**src/rtl/stream_hasher_if.sv**
```systemverilog
// stream_hasher_if: base-input and hash-output valid/ready streams of the k-mer hasher.
interface stream_hasher_if #(
   parameter int LOG2_NUM_OF_BUCKETS = 8,
   parameter int POS_W = 16
);
   logic in_valid;
   logic in_ready;
   logic [1:0] in_base;
   logic in_sop;
   logic out_valid;
   logic out_ready;
   logic [31:0] out_h1;
   logic [LOG2_NUM_OF_BUCKETS-1:0] out_h2;
   logic [POS_W-1:0] out_pos;
   modport master (
      output in_valid, in_base, in_sop, out_ready,
      input in_ready, out_valid, out_h1, out_h2, out_pos
   );
   modport slave (
      input in_valid, in_base, in_sop, out_ready,
      output in_ready, out_valid, out_h1, out_h2, out_pos
   );
endinterface

```
**src/rtl/stream_hasher.sv**
```systemverilog
// stream_hasher: two-stage pipelined sliding-window k-mer hasher with bucket index.
// Define STREAM_HASHER_CANONICAL_EN to hash min(forward, reverse-complement) instead of forward.
module stream_hasher #(
   parameter int KMER_SIZE = 16,
   parameter int LOG2_NUM_OF_BUCKETS = 8,
   parameter int NUM_OF_BUCKETS = 256,
   parameter logic [31:0] HASH_MULT = 32'h9E3779B1,
   parameter int POS_W = 16
) (
   input logic clk,
   input logic rst_n,
   stream_hasher_if.slave s
);
   localparam int W = 2 * KMER_SIZE;
   localparam int NW = (W + 31) / 32;
   localparam int CW = $clog2(KMER_SIZE + 1);
   typedef enum logic {FILL, RUN} state_t;
   state_t st;
   logic [W-1:0] win, win_n, key;
   logic [CW-1:0] cnt, cnt_n;
   logic [POS_W-1:0] idx, idx_n, s1_pos;
   logic [31:0] s1_fold, prod;
   logic s1_valid, s2_load, acc, start;
   if (LOG2_NUM_OF_BUCKETS < 31 && NUM_OF_BUCKETS != (1 << LOG2_NUM_OF_BUCKETS)) begin : g_bad_buckets
      $error("NUM_OF_BUCKETS must equal 2**LOG2_NUM_OF_BUCKETS");
   end
   function automatic logic [31:0] fold32(input logic [W-1:0] x);
      logic [NW*32-1:0] z;
      z = (NW * 32)'(x);
      fold32 = '0;
      for (int i = 0; i < NW; i++) fold32 ^= z[i*32 +: 32];
   endfunction
   assign s2_load = !s.out_valid || s.out_ready;
   assign s.in_ready = !s1_valid || s2_load;
   assign acc = s.in_valid && s.in_ready;
   // an empty counter means no sequence has started, so the base acts as sop
   assign start = s.in_sop || cnt == '0;
   assign win_n = start ? W'(s.in_base) : (win << 2) | W'(s.in_base);
   assign cnt_n = start ? CW'(1) : (st == RUN ? cnt : cnt + CW'(1));
   assign idx_n = start ? '0 : idx + POS_W'(1);
   assign prod = s1_fold * HASH_MULT;
`ifdef STREAM_HASHER_CANONICAL_EN
   localparam logic [W-1:0] ONES = '1;
   logic [W-1:0] rc, rc_n;
   logic [1:0] nb;
   assign nb = ~s.in_base;
   // complement of a cleared window is all ones; newest complemented base enters at the MSBs
   assign rc_n = (start ? ONES >> 2 : rc >> 2) | (W'(nb) << (W - 2));
   assign key = win_n < rc_n ? win_n : rc_n;
   always_ff @(posedge clk or negedge rst_n)
      if (!rst_n) rc <= ONES;
      else if (acc) rc <= rc_n;
`else
   assign key = win_n;
`endif
   always_ff @(posedge clk or negedge rst_n)
      if (!rst_n) begin
         st <= FILL;
         win <= '0;
         cnt <= '0;
         idx <= '0;
         s1_valid <= 1'b0;
         s1_fold <= '0;
         s1_pos <= '0;
         s.out_valid <= 1'b0;
         s.out_h1 <= '0;
         s.out_h2 <= '0;
         s.out_pos <= '0;
      end else begin
         if (acc) begin
            win <= win_n;
            cnt <= cnt_n;
            idx <= idx_n;
            st <= cnt_n == CW'(KMER_SIZE) ? RUN : FILL;
         end
         if (s.in_ready) begin
            s1_valid <= acc && cnt_n == CW'(KMER_SIZE);
            s1_fold <= fold32(key);
            s1_pos <= idx_n - POS_W'(KMER_SIZE - 1);
         end
         if (s2_load) begin
            s.out_valid <= s1_valid;
            if (s1_valid) begin
               s.out_h1 <= prod;
               s.out_h2 <= prod[31 -: LOG2_NUM_OF_BUCKETS];
               s.out_pos <= s1_pos;
            end
         end
      end
endmodule

```
**src/flat_wrapper.sv**
```systemverilog
// flat-port wrapper written by rule: the top's interface ports become plain ports
module stream_hasher_flat 
#(
   parameter int KMER_SIZE = 16,
   parameter int LOG2_NUM_OF_BUCKETS = 8,
   parameter int NUM_OF_BUCKETS = 256,
   parameter logic [31:0] HASH_MULT = 32'h9E3779B1,
   parameter int POS_W = 16
)
  (clk, rst_n, s_in_valid, s_in_base, s_in_sop, s_out_ready, s_in_ready, s_out_valid, s_out_h1, s_out_h2, s_out_pos);
  stream_hasher_if #(.LOG2_NUM_OF_BUCKETS(LOG2_NUM_OF_BUCKETS), .POS_W(POS_W)) s_i ();
  input logic clk;
  input logic rst_n;
  input wire logic [$bits(s_i.in_valid)-1:0] s_in_valid;
  input wire logic [$bits(s_i.in_base)-1:0] s_in_base;
  input wire logic [$bits(s_i.in_sop)-1:0] s_in_sop;
  input wire logic [$bits(s_i.out_ready)-1:0] s_out_ready;
  output wire logic [$bits(s_i.in_ready)-1:0] s_in_ready;
  output wire logic [$bits(s_i.out_valid)-1:0] s_out_valid;
  output wire logic [$bits(s_i.out_h1)-1:0] s_out_h1;
  output wire logic [$bits(s_i.out_h2)-1:0] s_out_h2;
  output wire logic [$bits(s_i.out_pos)-1:0] s_out_pos;
  assign s_i.in_valid = s_in_valid;
  assign s_i.in_base = s_in_base;
  assign s_i.in_sop = s_in_sop;
  assign s_i.out_ready = s_out_ready;
  assign s_in_ready = s_i.in_ready;
  assign s_out_valid = s_i.out_valid;
  assign s_out_h1 = s_i.out_h1;
  assign s_out_h2 = s_i.out_h2;
  assign s_out_pos = s_i.out_pos;
  stream_hasher #(.KMER_SIZE(KMER_SIZE), .LOG2_NUM_OF_BUCKETS(LOG2_NUM_OF_BUCKETS), .NUM_OF_BUCKETS(NUM_OF_BUCKETS), .HASH_MULT(HASH_MULT), .POS_W(POS_W)) u_core (.clk(clk), .rst_n(rst_n), .s(s_i));
endmodule
```
**config.mk**
```make
export PLATFORM = sky130hd
export DESIGN_NAME = stream_hasher_flat
export DESIGN_NICKNAME = d
export VERILOG_FILES = /design/src/rtl/stream_hasher_if.sv /design/src/rtl/stream_hasher.sv /design/src/flat_wrapper.sv
export SDC_FILE = /design/constraint.sdc
export NUM_CORES = 1
export LEC_CHECK = 0
export CORE_AREA = 2 2 188 190
export DETAILED_ROUTE_END_ITERATION = 8
export DIE_AREA = 0 0 190 192
export SYNTH_ARGS = -nofsm -noshare
export SYNTH_HDL_FRONTEND = slang
export SYNTH_SLANG_ARGS = --single-unit
```
**constraint.sdc**
```tcl
create_clock -name clk -period 6.2 [get_ports clk]
set_input_delay 0.93 -clock clk [delete_from_list [all_inputs] [get_ports clk]]
set_output_delay 0.93 -clock clk [all_outputs]
set_load 0.02 [all_outputs]
```
# Word level (Yosys, flattened, before mapping)
# Index checks and enable logic that the tools add are counted.
# totals
register_bits	158
latchBits	0
ram_bits	0
rom_bits	0
elab_cells	31
n_memories	0
# op_classes
n_addsub	3
n_mul	1
div	0
n_lt_le_gt_ge	0
n_eq_ne	1
n_shift	0
muxes	5
n_bitwise	1
n_reduce_logical	9
# op_table
operator	n
$mul 32x32->32 const B	1
$mux 32	1
$or 32x2->32	1
$add 16x1->16 const B	1
$mux 16	1
$sub 16x4->16 const B	1
$mux 5	2
$add 5x1->5 const B	1
$eq 5x5->1 const B	1
$logic_not 5->1	1
$logic_or 1x1->1	3
$logic_and 1x1->1	2
$logic_not 1->1	2
$reduce_and 2->1	1
$mux 1	1

# Logic depth before layout (Yosys ltp)
# depth
ltp_word	5
ltp_mapped	26

# Least setup slack after synthesis
# Ideal clock, no wire load.
# synth_path
path_type	flip-flop to flip-flop
start	reg u_core.s1_fold[5]
end	reg u_core.s.out_h2[6]
setup_time_ns	0.146
arrival_ns	6.226
required_time_ns	6.054
setup_slack_ns	-0.171
stages_incl_launch_ff	26
n_path_buf	0
cell_sequence	dfrtp_1 inv_1 fa_1 inv_1 fa_1 fa_1 inv_1 fa_1 inv_1 fa_1 inv_1 fa_1 inv_1 fa_1 inv_1 fa_1 inv_1 ha_1 nand2_1 nor2_1 nand2_1 nor4_1 o211ai_1 a21oi_1 mux2i_1 o311ai_0
# synth_via
elab_chain_len	1
# synth_rtl
element	line	rtl
start, declared	stream_hasher.sv:22	logic [31:0] s1_fold, prod;
start signal, assigned	stream_hasher.sv:78	s1_fold <= fold32(key);
$mul 32x32->32	stream_hasher.sv:41	assign prod = s1_fold * HASH_MULT;
end signal, assigned	stream_hasher.sv:85	s.out_h2 <= prod[31 -: LOG2_NUM_OF_BUCKETS];
end, declared	stream_hasher_if.sv:21	output in_ready, out_valid, out_h1, out_h2, out_pos
# No other way between the ends.
# A chain may end at the register's enable or synchronous reset.

# Final worst setup path
# layout_path
start	reg u_core.s1_fold[11]
end	reg u_core.s.out_h2[6]
# Same word-level chain as after synthesis.

==> metrics.md <==
| Metric | Value |
|---|---|
| Status | finished with violations |
| Failing checks | negative setup slack |
| Share of layout cells above drive strength 1 | 14.3% |
| Lkg Pwr | 9.16 nW |
| Tot Pwr | 6.24 mW |
| Routed len/inst | 17.7 um |
| Core area | 0.0343 mm2 |
| Number of antenna violations at the first check in global routing | 0 |
| Worst Setup EP | u_core.s.out_h2[6]$_DFFE_PN0P_ |
| Most used cell, CP | fa_1 |
| Placed Instance Area | 0.0173 mm2 |
| Period minus WS final | 6340 ps |
| Full die area | 0.0365 mm2 |
| All-Layer GR Usage | 22.9% |
| Tightest Pin Transition | 1100 ps |
| Clock Latency Late Sink | 450 ps |
| Crit. End Element | flip-flop |
| H-tree levels | 4 |
| Final net count | 2162 |
| Dpl hpwl | 32.4 mm |
| Post-synth EDFFs | 0 |
| TritonCTS Buffers | 17 |
| Crit path buffers/inverters | 12 |
| Final Setup Violations | 7 |
| Pre-CTS setup slack | -293 ps |
| CP max stage delay | 540 ps |
| Final GP Congestion | 0.915 |
| Initial DRC count | 531 |
| Synth unique cells | 59 |
| Vias in the first global route | 11630 |
| Arr. time, crit path | 6640 ps |
| Worst r2r src | u_core.s1_fold[11]$_DFFE_PN0N_ |
| Worst reg2reg path depth | 28 |
| Pin count of the biggest net entering global routing | 78 |
| # diodes | 0 |
| Residual DRC | 0 |
| Clock Path Buffers | 2 |
| Tcrit/Tclk final | 102% |
| CTS tree | built |
| Cell Rows | 68 |
| Chip height | 192 um |
| Hold WC Path Type | flip-flop to flip-flop |
| Initial core utilization | 44.7% |
| Final count of hold timing violations | 0 |
| Avg Cell Area, Syn | 9.62 um2 |
| Max Cap Viol | 0 |
| Crit-path leading delay family | adder cells |
| Die W | 190 um |
| Port Buffer Count | 64 |
| GR Overflow Total | 0 |
| Critical Path Source | u_core.s1_fold[11]$_DFFE_PN0N_ |
| R2R Setup Slk | -140 ps |
| Pwr Density | 341 mW/mm2 |
| Post-synthesis async set-or-reset flop share | 100% |
| Startpoint Class | flip-flop |
| Max-slew violation count | 0 |
| Crit Reg-Reg Endpoint | u_core.s.out_h2[6]$_DFFE_PN0P_ |
| Post-route cell area | 0.0183 mm2 |
| Post-layout util | 53.4% |
| Slew HR | 26.7% |
| DP Cell Count | 2181 |
| Root buffer cell | clkbuf_16 |
| Register area share after synthesis | 24.5% |
| Fin cells | 2228 |
| Vias | 11035 |
| Routed wire length | 39.3 mm |
| Syn. warnings | 0 |
| Worst hold path depth | 2 |
| Max Freq | 158 MHz |
| Vias per cell | 4.95 |
| Netlist Area Pre-Place | 0.0153 mm2 |
| PnR worst setup slack | -141 ps |
| Drt first pass iters | 4 |
| Stages on the worst setup path | 28 |
| RSZ-0062 raised after global routing | yes |
| Area grow syn2layout | 19.4% |
| First-pass GRT wire length | 63.1 mm |
| I/O pins | 65 |
| Clk sinks | 150 |
| Worst-path fanout max | 5 |
| CTS clk-pin slew, worst paths | 60 ps |
| Peak VDD IR | 0.257 mV |
| Setup Crit Path Kind | flip-flop to flip-flop |
| Antenna-violating nets left | 0 |
| CP max stage cell | fa_1 |
| Post-synthesis register bit count | 150 |
| Syn Inst Count | 1594 |
| Crit path required time | 6500 ps |
| Ys flop type | dfrtp_1 |
| Post-route clock skew | 9.54 ps |
| Post-synthesis net count | 1996 |
placed cells by master (no fill, tap or decap), types with 6 or more instances in the layout:
| cell type | Yosys | routed |
|---|---|---|
| ha_1 | 191 | 176 |
| o21ai_1 | 5 | 9 |
| fa_1 | 204 | 197 |
| inv_1 | 342 | 327 |
| and3_1 | 8 | 8 |
| dfrtp_2 | 0 | 6 |
| buf_4 | 11 | 128 |
| ha_4 | 0 | 14 |
| clkdlybuf4s50_1 | 0 | 63 |
| xor2_1 | 22 | 22 |
| nor3_1 | 11 | 10 |
| clkbuf_16 | 0 | 17 |
| a21oi_1 | 37 | 31 |
| nand3_1 | 18 | 17 |
| o21bai_1 | 7 | 7 |
| o211ai_1 | 6 | 6 |
| nor2b_1 | 8 | 8 |
| a21oi_2 | 1 | 7 |
| o21ai_0 | 112 | 107 |
| nand2_1 | 240 | 235 |
| o31ai_1 | 8 | 7 |
| inv_2 | 0 | 15 |
| nand2b_1 | 6 | 6 |
| xnor2_1 | 59 | 57 |
| mux2_2 | 6 | 6 |
| fa_2 | 0 | 7 |
| dfrtp_1 | 150 | 144 |
| nand4_1 | 7 | 7 |
| nor2_1 | 35 | 29 |
per-layer routing:
layer	part of all wire, %	GRT usage, %
met5	0	0
met4	2.7	6.38
met2	49	39.4
met3	3.6	3.76
met1	44	29.9
tightest hold or removal path, stage by stage (launching register included):
cell     delay, ps
dfrtp_1        340
nand2_1         50
nand2_1         40
through the flow:
step / setup TNS [ps] / hold slack, ps
floorplan: 0 / 439
global placement: -299 / 451
detailed placement: -1490 / 456
CTS: -762 / 471
global route: -2340 / 496
finish: -509 / 464
synth_stat cells (all sizes together) (3+ instances only):
cell type | count | area share [%]
o31ai | 8 | 0.39
o21a | 4 | 0.20
a31oi | 5 | 0.24
fa | 204 | 27
and3 | 8 | 0.33
o21bai | 7 | 0.34
buf | 16 | 0.68
ha | 191 | 16
mux2i | 3 | 0.20
o311ai | 4 | 0.23
or3 | 5 | 0.20
clkbuf | 35 | 0.86
a21o | 4 | 0.20
xor2 | 22 | 1.3
mux2 | 6 | 0.44
a211oi | 4 | 0.28
a21oi | 39 | 1.4
dfrtp | 150 | 24
nor2 | 35 | 0.86
nand3 | 19 | 0.65
nand2b | 6 | 0.24
nor3 | 11 | 0.36
nor2b | 8 | 0.33
xnor2 | 59 | 3.4
o211ai | 6 | 0.29
nor4 | 4 | 0.26
and2 | 5 | 0.22
o21ai | 117 | 3.8
nand4 | 7 | 0.29
nand2 | 240 | 5.9
inv | 342 | 8.4
final cells by class:
class / count / area [um2]
clock buffers: 17 / 425
multi-input cells: 1051 / 10400
repair buffers: 198 / 1690
well taps: 455 / 569
clock inverters: 15 / 188
inverters: 342 / 1280
flip-flops and latches: 150 / 3760
fillers: 3123 / 16000
kinds of logic (layout without fill, tap and decap cells):
family          count (synthesis)  count (layout)  synth area share (%)
buf+inv                       393             572                  9.90
flops                         150             150                  24.5
xor+xnor                       81              81                  4.63
compound gates                212             212                  8.20
fa+ha+maj                     395             395                  42.2
simple gates                  354             354                  9.95
mux                             9               9                 0.636
where the power goes:
part | leakage, nW | total (mW) | internal, mW | switching (mW)
logic | 6.86 | 4.07 | 1.83 | 2.24
clock network | 0.302 | 1.08 | 0.611 | 0.472
registers | 1.99 | 1.08 | 1.03 | 0.0500
total | 9.16 | 6.24 | 3.48 | 2.76
flip-flops by register name (all words and copies together) (netlist names):
name	count
u_core.win	30
u_core.s1_pos	16
u_core.st	1
u_core.s.out_h2	8
u_core.idx	16
u_core.s.out_valid	1
u_core.s.out_h1	24
u_core.cnt	5
u_core.s1_valid	1
u_core.s1_fold	32
u_core.s.out_pos	16
timing repair:
item,in CTS,in global routing
gates cloned,0,0
gates resized for setup,32,40
buffers inserted,13,2
hold buffers,0,0
endpoints found under the setup margin,6,14
pin swaps,26,40
worst min path at each step:
| stage | from | end | slack (ps) |
|---|---|---|---|
| floorplan | u_core.s1_pos[11]$_DFFE_PN0N_ | u_core.s.out_pos[11]$_DFFE_PN0P_ | 440 |
| global placement | u_core.s.out_h1[13]$_DFFE_PN0P_ | u_core.s.out_h1[13]$_DFFE_PN0P_ | 450 |
| detailed placement | u_core.s.out_h1[13]$_DFFE_PN0P_ | u_core.s.out_h1[13]$_DFFE_PN0P_ | 460 |
| CTS | u_core.s.out_h1[13]$_DFFE_PN0P_ | u_core.s.out_h1[13]$_DFFE_PN0P_ | 470 |
| global route | u_core.s.out_h1[13]$_DFFE_PN0P_ | u_core.s.out_h1[13]$_DFFE_PN0P_ | 500 |
| finish | u_core.s.out_h1[13]$_DFFE_PN0P_ | u_core.s.out_h1[13]$_DFFE_PN0P_ | 460 |
Power figures use the tool's default switching activity.
